`config.mk`:
```
export PLATFORM = sky130hd
export DESIGN_NAME = sklansky_pipe_adder_flat
export DESIGN_NICKNAME = d
export VERILOG_FILES = /design/src/rtl/sklansky_pipe_adder_pkg.sv /design/src/rtl/sklansky_pipe_adder_if.sv /design/src/rtl/sklansky_pipe_adder_prefix_level.sv /design/src/rtl/sklansky_pipe_adder.sv /design/src/flat_wrapper.sv
export SDC_FILE = /design/constraint.sdc
export NUM_CORES = 1
export LEC_CHECK = 0
export CAP_MARGIN = 5
export CORE_MARGIN = 2
export CORE_UTILIZATION = 50
export CTS_CLUSTER_DIAMETER = 40
export DETAILED_ROUTE_END_ITERATION = 10
export HOLD_SLACK_MARGIN = 0.05
export MAX_ROUTING_LAYER = met4
export PLACE_DENSITY = 0.74
export SLEW_MARGIN = 40
export SYNTH_ARGS = -nofsm -noshare
export SYNTH_HDL_FRONTEND = slang
export SYNTH_HIERARCHICAL = 1
export SYNTH_SLANG_ARGS = --single-unit
```
`constraint.sdc`:
```
create_clock -name clk -period 3.1 [get_ports clk]
set_clock_uncertainty 0.1 [all_clocks]
set_input_delay 0.31 -clock clk [delete_from_list [all_inputs] [get_ports clk]]
set_output_delay 0.31 -clock clk [all_outputs]
set_load 0.05 [all_outputs]
```
`src/rtl/sklansky_pipe_adder_pkg.sv`:
```
// Shared constants and elaboration-time helpers for the Sklansky pipelined adder.
package sklansky_pkg;

    localparam logic MODE_EXACT  = 1'b0;
    localparam logic MODE_APPROX = 1'b1;

    // Number of prefix levels needed to span width bits.
    function automatic int unsigned clog2_levels(input int unsigned width);
        int unsigned n;
        n = 0;
        for (int unsigned i = 0; i < 32; i++) begin
            if ((32'd1 << i) < width) begin
                n = i + 1;
            end
        end
        return n;
    endfunction

    // True when a register follows step idx (prefix levels 0..levels-1, sum XOR = levels).
    // Registers are spread evenly; the final step always gets one.
    function automatic logic stage_flag(input int unsigned idx, input int unsigned pipe,
                                        input int unsigned levels);
        return ((idx + 1) * pipe) / (levels + 1) > (idx * pipe) / (levels + 1);
    endfunction

endpackage

```
`src/rtl/sklansky_pipe_adder_if.sv`:
```
// Operand/result handshake bundle for the Sklansky pipelined adder.
interface sklansky_pipe_adder_if #(
    parameter int unsigned WIDTH = 16
);
    logic             in_valid;
    logic             in_ready;
    logic [WIDTH-1:0] A;
    logic [WIDTH-1:0] B;
    logic             Cin;
    logic             mode;
    logic             out_valid;
    logic             out_ready;
    logic [WIDTH-1:0] Sum;
    logic             Cout;

    modport master (
        output in_valid, A, B, Cin, mode, out_ready,
        input  in_ready, out_valid, Sum, Cout
    );

    modport slave (
        input  in_valid, A, B, Cin, mode, out_ready,
        output in_ready, out_valid, Sum, Cout
    );
endinterface

```
`src/rtl/sklansky_pipe_adder_prefix_level.sv`:
```
// One combinational Sklansky level: bits in the upper half of each 2^(LEVEL+1) block
// merge with the top bit of the lower half.
module sklansky_prefix_level #(
    parameter int unsigned WIDTH = 16,
    parameter int unsigned LEVEL = 0
) (
    input  logic [WIDTH-1:0] g_i,
    input  logic [WIDTH-1:0] p_i,
    output logic [WIDTH-1:0] g_o,
    output logic [WIDTH-1:0] p_o
);
    for (genvar i = 0; i < WIDTH; i++) begin : g_bit
        if (((i >> LEVEL) & 1) == 1) begin : g_merge
            localparam int unsigned J = ((i >> LEVEL) << LEVEL) - 1;
            assign g_o[i] = g_i[i] | (p_i[i] & g_i[J]);
            assign p_o[i] = p_i[i] & p_i[J];
        end else begin : g_pass
            assign g_o[i] = g_i[i];
            assign p_o[i] = p_i[i];
        end
    end
endmodule

```
`src/rtl/sklansky_pipe_adder.sv`:
```
// Pipelined Sklansky prefix adder with valid/ready flow control and an optional
// approximate low-bit mode selected per transfer.
module sklansky_pipe_adder
    import sklansky_pkg::*;
#(
    parameter int unsigned WIDTH    = 16,
    parameter int unsigned PIPE     = 2,
    parameter int unsigned APPROX_K = 4
) (
    input logic                 clk,
    input logic                 rst,
    sklansky_pipe_adder_if.slave bus
);
    localparam int unsigned LEVELS = clog2_levels(WIDTH);
    localparam logic [WIDTH-1:0] LoMask  = {WIDTH{1'b1}} >> (WIDTH - APPROX_K);
    localparam logic [WIDTH-1:0] KeepBit = LoMask ^ (LoMask >> 1);

    logic             approx;
    logic [WIDTH-1:0] g_pre, p_pre, h_pre;
    logic             c_pre;

    assign approx = (bus.mode == MODE_APPROX) && (APPROX_K != 0);

    // Mode is folded into g/p/h here, so it travels with the operands from acceptance on.
    always_comb begin
        c_pre = approx ? 1'b0 : bus.Cin;
        g_pre = bus.A & bus.B;
        p_pre = bus.A ^ bus.B;
        h_pre = p_pre;
        if (approx) begin
            g_pre = g_pre & (~LoMask | KeepBit);
            p_pre = p_pre & ~LoMask;
            h_pre = (h_pre & ~LoMask) | ((bus.A | bus.B) & LoMask);
        end
        g_pre[0] = g_pre[0] | (p_pre[0] & c_pre);
    end

    logic out_valid_q, cout_q, out_rdy;
    logic [WIDTH-1:0] sum_q;

    assign out_rdy = !out_valid_q || bus.out_ready;

    for (genvar i = 0; i < LEVELS; i++) begin : g_lvl
        logic [WIDTH-1:0] g_in, p_in, h_in, g_c, p_c, g_o, p_o, h_o;
        logic             c_in, v_in, c_o, v_o, rdy_in, rdy_out;

        if (i == 0) begin : g_src
            assign g_in = g_pre;
            assign p_in = p_pre;
            assign h_in = h_pre;
            assign c_in = c_pre;
            assign v_in = bus.in_valid && !rst;
        end else begin : g_src
            assign g_in = g_lvl[i-1].g_o;
            assign p_in = g_lvl[i-1].p_o;
            assign h_in = g_lvl[i-1].h_o;
            assign c_in = g_lvl[i-1].c_o;
            assign v_in = g_lvl[i-1].v_o;
        end

        if (i == LEVELS - 1) begin : g_sink
            assign rdy_out = out_rdy;
        end else begin : g_sink
            assign rdy_out = g_lvl[i+1].rdy_in;
        end

        sklansky_prefix_level #(
            .WIDTH(WIDTH),
            .LEVEL(i)
        ) u_level (
            .g_i(g_in),
            .p_i(p_in),
            .g_o(g_c),
            .p_o(p_c)
        );

        if (stage_flag(i, PIPE, LEVELS)) begin : g_reg
            logic             v_q, v_d, c_q;
            logic [WIDTH-1:0] g_q, p_q, h_q;

            assign rdy_in = !v_q || rdy_out;
            assign v_d    = rdy_in ? v_in : v_q;

            always_ff @(posedge clk) begin
                if (rst) begin
                    v_q <= 1'b0;
                end else begin
                    v_q <= v_d;
                end
            end

            always_ff @(posedge clk) begin
                if (rdy_in && v_in) begin
                    g_q <= g_c;
                    p_q <= p_c;
                    h_q <= h_in;
                    c_q <= c_in;
                end
            end

            assign v_o = v_q;
            assign g_o = g_q;
            assign p_o = p_q;
            assign h_o = h_q;
            assign c_o = c_q;
        end else begin : g_comb
            assign rdy_in = rdy_out;
            assign v_o    = v_in;
            assign g_o    = g_c;
            assign p_o    = p_c;
            assign h_o    = h_in;
            assign c_o    = c_in;
        end
    end

    logic [WIDTH-1:0] g_fin, h_fin, sum_d;
    logic             c_fin, v_fin, cout_d, unused_p_fin;

    assign g_fin        = g_lvl[LEVELS-1].g_o;
    assign h_fin        = g_lvl[LEVELS-1].h_o;
    assign c_fin        = g_lvl[LEVELS-1].c_o;
    assign v_fin        = g_lvl[LEVELS-1].v_o;
    assign unused_p_fin = ^g_lvl[LEVELS-1].p_o;

    // After the tree, g_fin[i] is the carry out of bits [i:0] including carry-in.
    assign sum_d  = h_fin ^ {g_fin[WIDTH-2:0], c_fin};
    assign cout_d = g_fin[WIDTH-1];

    always_ff @(posedge clk) begin
        if (rst) begin
            out_valid_q <= 1'b0;
            sum_q       <= '0;
            cout_q      <= 1'b0;
        end else if (out_rdy) begin
            out_valid_q <= v_fin;
            if (v_fin) begin
                sum_q  <= sum_d;
                cout_q <= cout_d;
            end
        end
    end

    assign bus.in_ready  = g_lvl[0].rdy_in && !rst;
    assign bus.out_valid = out_valid_q;
    assign bus.Sum       = sum_q;
    assign bus.Cout      = cout_q;
endmodule

```
`src/flat_wrapper.sv`:
```
// flat-port wrapper written by rule: the top's interface ports become plain ports
module sklansky_pipe_adder_flat import sklansky_pkg::*;
#(
    parameter int unsigned WIDTH    = 16,
    parameter int unsigned PIPE     = 2,
    parameter int unsigned APPROX_K = 4
)
  (clk, rst, bus_in_valid, bus_A, bus_B, bus_Cin, bus_mode, bus_out_ready, bus_in_ready, bus_out_valid, bus_Sum, bus_Cout);
  sklansky_pipe_adder_if #(.WIDTH(WIDTH)) bus_i ();
  input logic clk;
  input logic rst;
  input wire logic [$bits(bus_i.in_valid)-1:0] bus_in_valid;
  input wire logic [$bits(bus_i.A)-1:0] bus_A;
  input wire logic [$bits(bus_i.B)-1:0] bus_B;
  input wire logic [$bits(bus_i.Cin)-1:0] bus_Cin;
  input wire logic [$bits(bus_i.mode)-1:0] bus_mode;
  input wire logic [$bits(bus_i.out_ready)-1:0] bus_out_ready;
  output wire logic [$bits(bus_i.in_ready)-1:0] bus_in_ready;
  output wire logic [$bits(bus_i.out_valid)-1:0] bus_out_valid;
  output wire logic [$bits(bus_i.Sum)-1:0] bus_Sum;
  output wire logic [$bits(bus_i.Cout)-1:0] bus_Cout;
  assign bus_i.in_valid = bus_in_valid;
  assign bus_i.A = bus_A;
  assign bus_i.B = bus_B;
  assign bus_i.Cin = bus_Cin;
  assign bus_i.mode = bus_mode;
  assign bus_i.out_ready = bus_out_ready;
  assign bus_in_ready = bus_i.in_ready;
  assign bus_out_valid = bus_i.out_valid;
  assign bus_Sum = bus_i.Sum;
  assign bus_Cout = bus_i.Cout;
  sklansky_pipe_adder #(.WIDTH(WIDTH), .PIPE(PIPE), .APPROX_K(APPROX_K)) u_core (.clk(clk), .rst(rst), .bus(bus_i));
endmodule
```
==> results by group <==
STA
  • Slew at the pin closest to its max-slew limit: 720.6 ps
  • Final Hold Viols: 0
  • Period minus WS final: 2469 ps
  • Remaining max-slew budget at the tightest pin: 51.81%
  • Max-slew violation count: 0
  • Fin Setup TNS: 0 ps
  • RSZ-0062 raised after global routing: no
  • Maximum operating frequency: 405.0 MHz
  • Fin crit share: 79.66%
  • Count of endpoints failing setup in the final report: 0

Drt
  • Total length of routed wires: 4.482 mm
  • Antenna-violating nets left: 0
  • Post-DR vias/cell: 4.922
  • Mean routed wirelength per cell: 12.95 µm
  • Number of vias after detailed routing: 1703
  • Length of the first detailed-routing pass in iterations: 4
  • Number of design-rule violations left by the first detailed-router iteration: 66
  • Number of remaining DRC errors: 0

Layout
  • Area delta synth->final: 15.15%
  • Register area: 1612 µm²
  • Count of fill cells added during filler insertion: 490
  • Area taken by multi-input logic gates: 1062 µm²
  • Share of layout cells above drive strength 1: 9.594%
  • Final design utilization: 59.89%
  • Final-stage net count: 324
  • Antenna diode instance count: 0

Hold path
  • Worst min-delay path class: reg2reg
  • Worst Hold Path EP: u_core/bus.Sum[11]$_SDFFE_PP0P_
  • Number of cells traversed by the worst hold path: 1
  • Startpoint of the lowest-slack hold path: u_core/bus.Sum[11]$_SDFFE_PP0P_

Critical path
  • Buffers and inverters on the worst path: 2
  • Reg-to-reg critical path endpoint: u_core/g_lvl[2].g_reg.h_q[14]$_DFFE_PP_
  • Critical path startpoint category: input pin
  • Crit-path cells: clkdlybuf4s50_1 > and2b_1 > a21oi_1 > clkdlybuf4s50_1
  • Endpoint type of the worst setup path: output port
  • Most common cell on crit path: sky130_fd_sc_hd__clkdlybuf4s50_1
  • Signal arrival time at the worst endpoint: 2060 ps
  • Worst stage delay on the critical path: 820 ps
  • Beginning of the worst register-to-register path: u_core/bus.out_valid$_SDFFE_PP0P_
  • Critical path class: in2out
  • Worst reg-to-reg setup slack: 1280 ps
  • Maximum fanout count along the critical path: 4
  • Crit. path cell count: 4
  • Cell count of the worst reg-to-reg path: 4
  • Slowest cell on the critical path: sky130_fd_sc_hd__clkdlybuf4s50_1
  • Top delay family on crit path: buffers and inverters
  • Required time of the critical path: 2690 ps

Power
  • Worst ir drop on vdd: 258.2 µV
  • Cell leakage power: 0.001540 µW
  • NetSw: 449.4 µW
  • Internal power component: 1468 µW
  • Switching Share: 23.44%
  • Portion of total power attributed to combinational logic: 15.2%
  • Clock Power Share: 36.0%
  • Areal power density over the cells: 537.4 nW/µm²
  • Overall power consumption: 1917 µW
  • Sequential cell fraction of total power: 48.7%

Global route
  • Vias in the first global route: 1654
  • GRT Resource Usage Total: 15.07%
  • First-pass GRT wire length: 7.307 mm
  • Total congestion overflow: 0
  • Number of antenna violations at the first check in global routing: 0
  • Maximum number of pins on one net before global-route repair: 42

Die
  • Die outline area: 6842 µm²
  • Floorplan core area: 5956 µm²
  • Number of rows created at floorplan: 28
  • DIE WIDTH: 82.72 µm
  • Initial Util: 52.02%
  • I/O pin count: 57
  • Vert. Die Dim: 82.72 µm

Logic synthesis
  • Count of synthesis-stage warnings from yosys: 6
  • Mean area per synthesized cell: 12.34 µm²
  • Synthesized netlist net count: 309
  • Cells after synthesis: 251
  • Netlist Area Pre-Place: 3098 µm²

Clock network
  • Clock slew at the register clock pins of the worst setup and hold paths: 60 ps
  • Post-CTS Resized: 0
  • TritonCTS clock tree: yes
  • CTS Buf Count: 9
  • Worst skew pair latency: 320 ps
  • Clock sink count: 60
  • Root Buffer: sky130_fd_sc_hd__clkbuf_8
  • Bufs on Longest Clock Path: 2
  • Post-CTS setup buffers: 0
  • H-tree depth: 3
  • Cts-stage hold buffer count: 0

Job
  • Reported max-cap violation count: 0

Place
  • HPWL after detailed placement: 3.201 mm
  • Routability-driven placement congestion ratio: 0.7801
  • Buffers added on ports: 56

Run status
  • Run status: finished clean
-- worst max-delay path by stage --
stage | startpoint | to
floorplan | u_core/bus.out_valid$_SDFFE_PP0P_ | u_core/c_fin$_DFFE_PP_
global placement | bus_out_ready | bus_in_ready
detailed placement | bus_out_ready | bus_in_ready
CTS | bus_out_ready | bus_in_ready
global route | bus_out_ready | bus_in_ready
finish | bus_out_ready | bus_in_ready
-- placed cells by master, fill, tap and decap left out --
| master | instances |
|---|---|
| sky130_fd_sc_hd__and2_2 | 8 |
| sky130_fd_sc_hd__o21ai_0 | 1 |
| sky130_fd_sc_hd__inv_2 | 1 |
| sky130_fd_sc_hd__bufinv_16 | 1 |
| sky130_fd_sc_hd__edfxtp_1 | 41 |
| sky130_fd_sc_hd__clkinv_2 | 1 |
| sky130_fd_sc_hd__buf_4 | 1 |
| sky130_fd_sc_hd__inv_1 | 8 |
| sky130_fd_sc_hd__dfxtp_1 | 19 |
| sky130_fd_sc_hd__nor3_4 | 1 |
| sky130_fd_sc_hd__and2b_1 | 1 |
| sky130_fd_sc_hd__ha_1 | 20 |
| sky130_fd_sc_hd__nor2_1 | 6 |
| sky130_fd_sc_hd__nand2b_4 | 1 |
| sky130_fd_sc_hd__nor2b_1 | 6 |
| sky130_fd_sc_hd__clkbuf_8 | 11 |
| sky130_fd_sc_hd__a21oi_1 | 9 |
| sky130_fd_sc_hd__nand3_1 | 1 |
| sky130_fd_sc_hd__and2_1 | 10 |
| sky130_fd_sc_hd__clkbuf_1 | 3 |
| sky130_fd_sc_hd__clkdlybuf4s50_1 | 56 |
| sky130_fd_sc_hd__a21o_1 | 32 |
| sky130_fd_sc_hd__a22o_1 | 16 |
| sky130_fd_sc_hd__xor2_1 | 16 |
| sky130_fd_sc_hd__a21oi_4 | 1 |
-- registers in the layout, indices dropped and copies added, names as in the netlist --
| signal | flops |
|---|---|
| u_core/bus.Sum | 16 |
| u_core/g_lvl.g_reg.h_q | 16 |
| u_core/bus.Cout | 1 |
| u_core/bus.out_valid | 1 |
| u_core/g_lvl.g_reg.v_q | 1 |
| u_core/c_fin | 1 |
| u_core/g_lvl.g_reg.p_q | 8 |
| u_core/g_lvl.g_o | 16 |
-- per-layer routing --
metal	global-route usage, %	share of wire (%)
met3	3.478	4.9
met4	8.361	2.6
met2	23.71	48
met1	17.89	44
met5	-	0
-- metrics by stage --
| step | worst slack (ps) | area, µm² | hold slack [ps] | instances |
|---|---|---|---|---|
| after floorplan | 241.3 | 3099 | 279.1 | 251 |
| after global placement | 685.5 | 3362 | 361.1 | 330 |
| after detailed placement | 637.1 | 3362 | 369.9 | 330 |
| after global routing | 587.4 | 3567 | 396.0 | 346 |
| final | 630.6 | 3567 | 378.5 | 346 |
| after CTS | 621.0 | 3560 | 380.2 | 346 |
-- final cells by class --
cell class | count | share of cell area [%]
clock buffers | 14 | 4.560
well taps | 75 | 2.631
clock inverters | 2 | 0.9821
flip-flops and latches | 60 | 45.18
inverters | 9 | 0.9470
multi-input cells | 129 | 29.78
repair buffers | 57 | 15.92
-- power by group through the flow --
stage	logic (µW)	registers, µW	clock network (µW)
floorplan	198	996	0
global placement	288	950	0
detailed placement	293	952	0
CTS	295	935	707
global route	321	939	745
finish	292	935	691
Power figures use the tool's default switching activity.
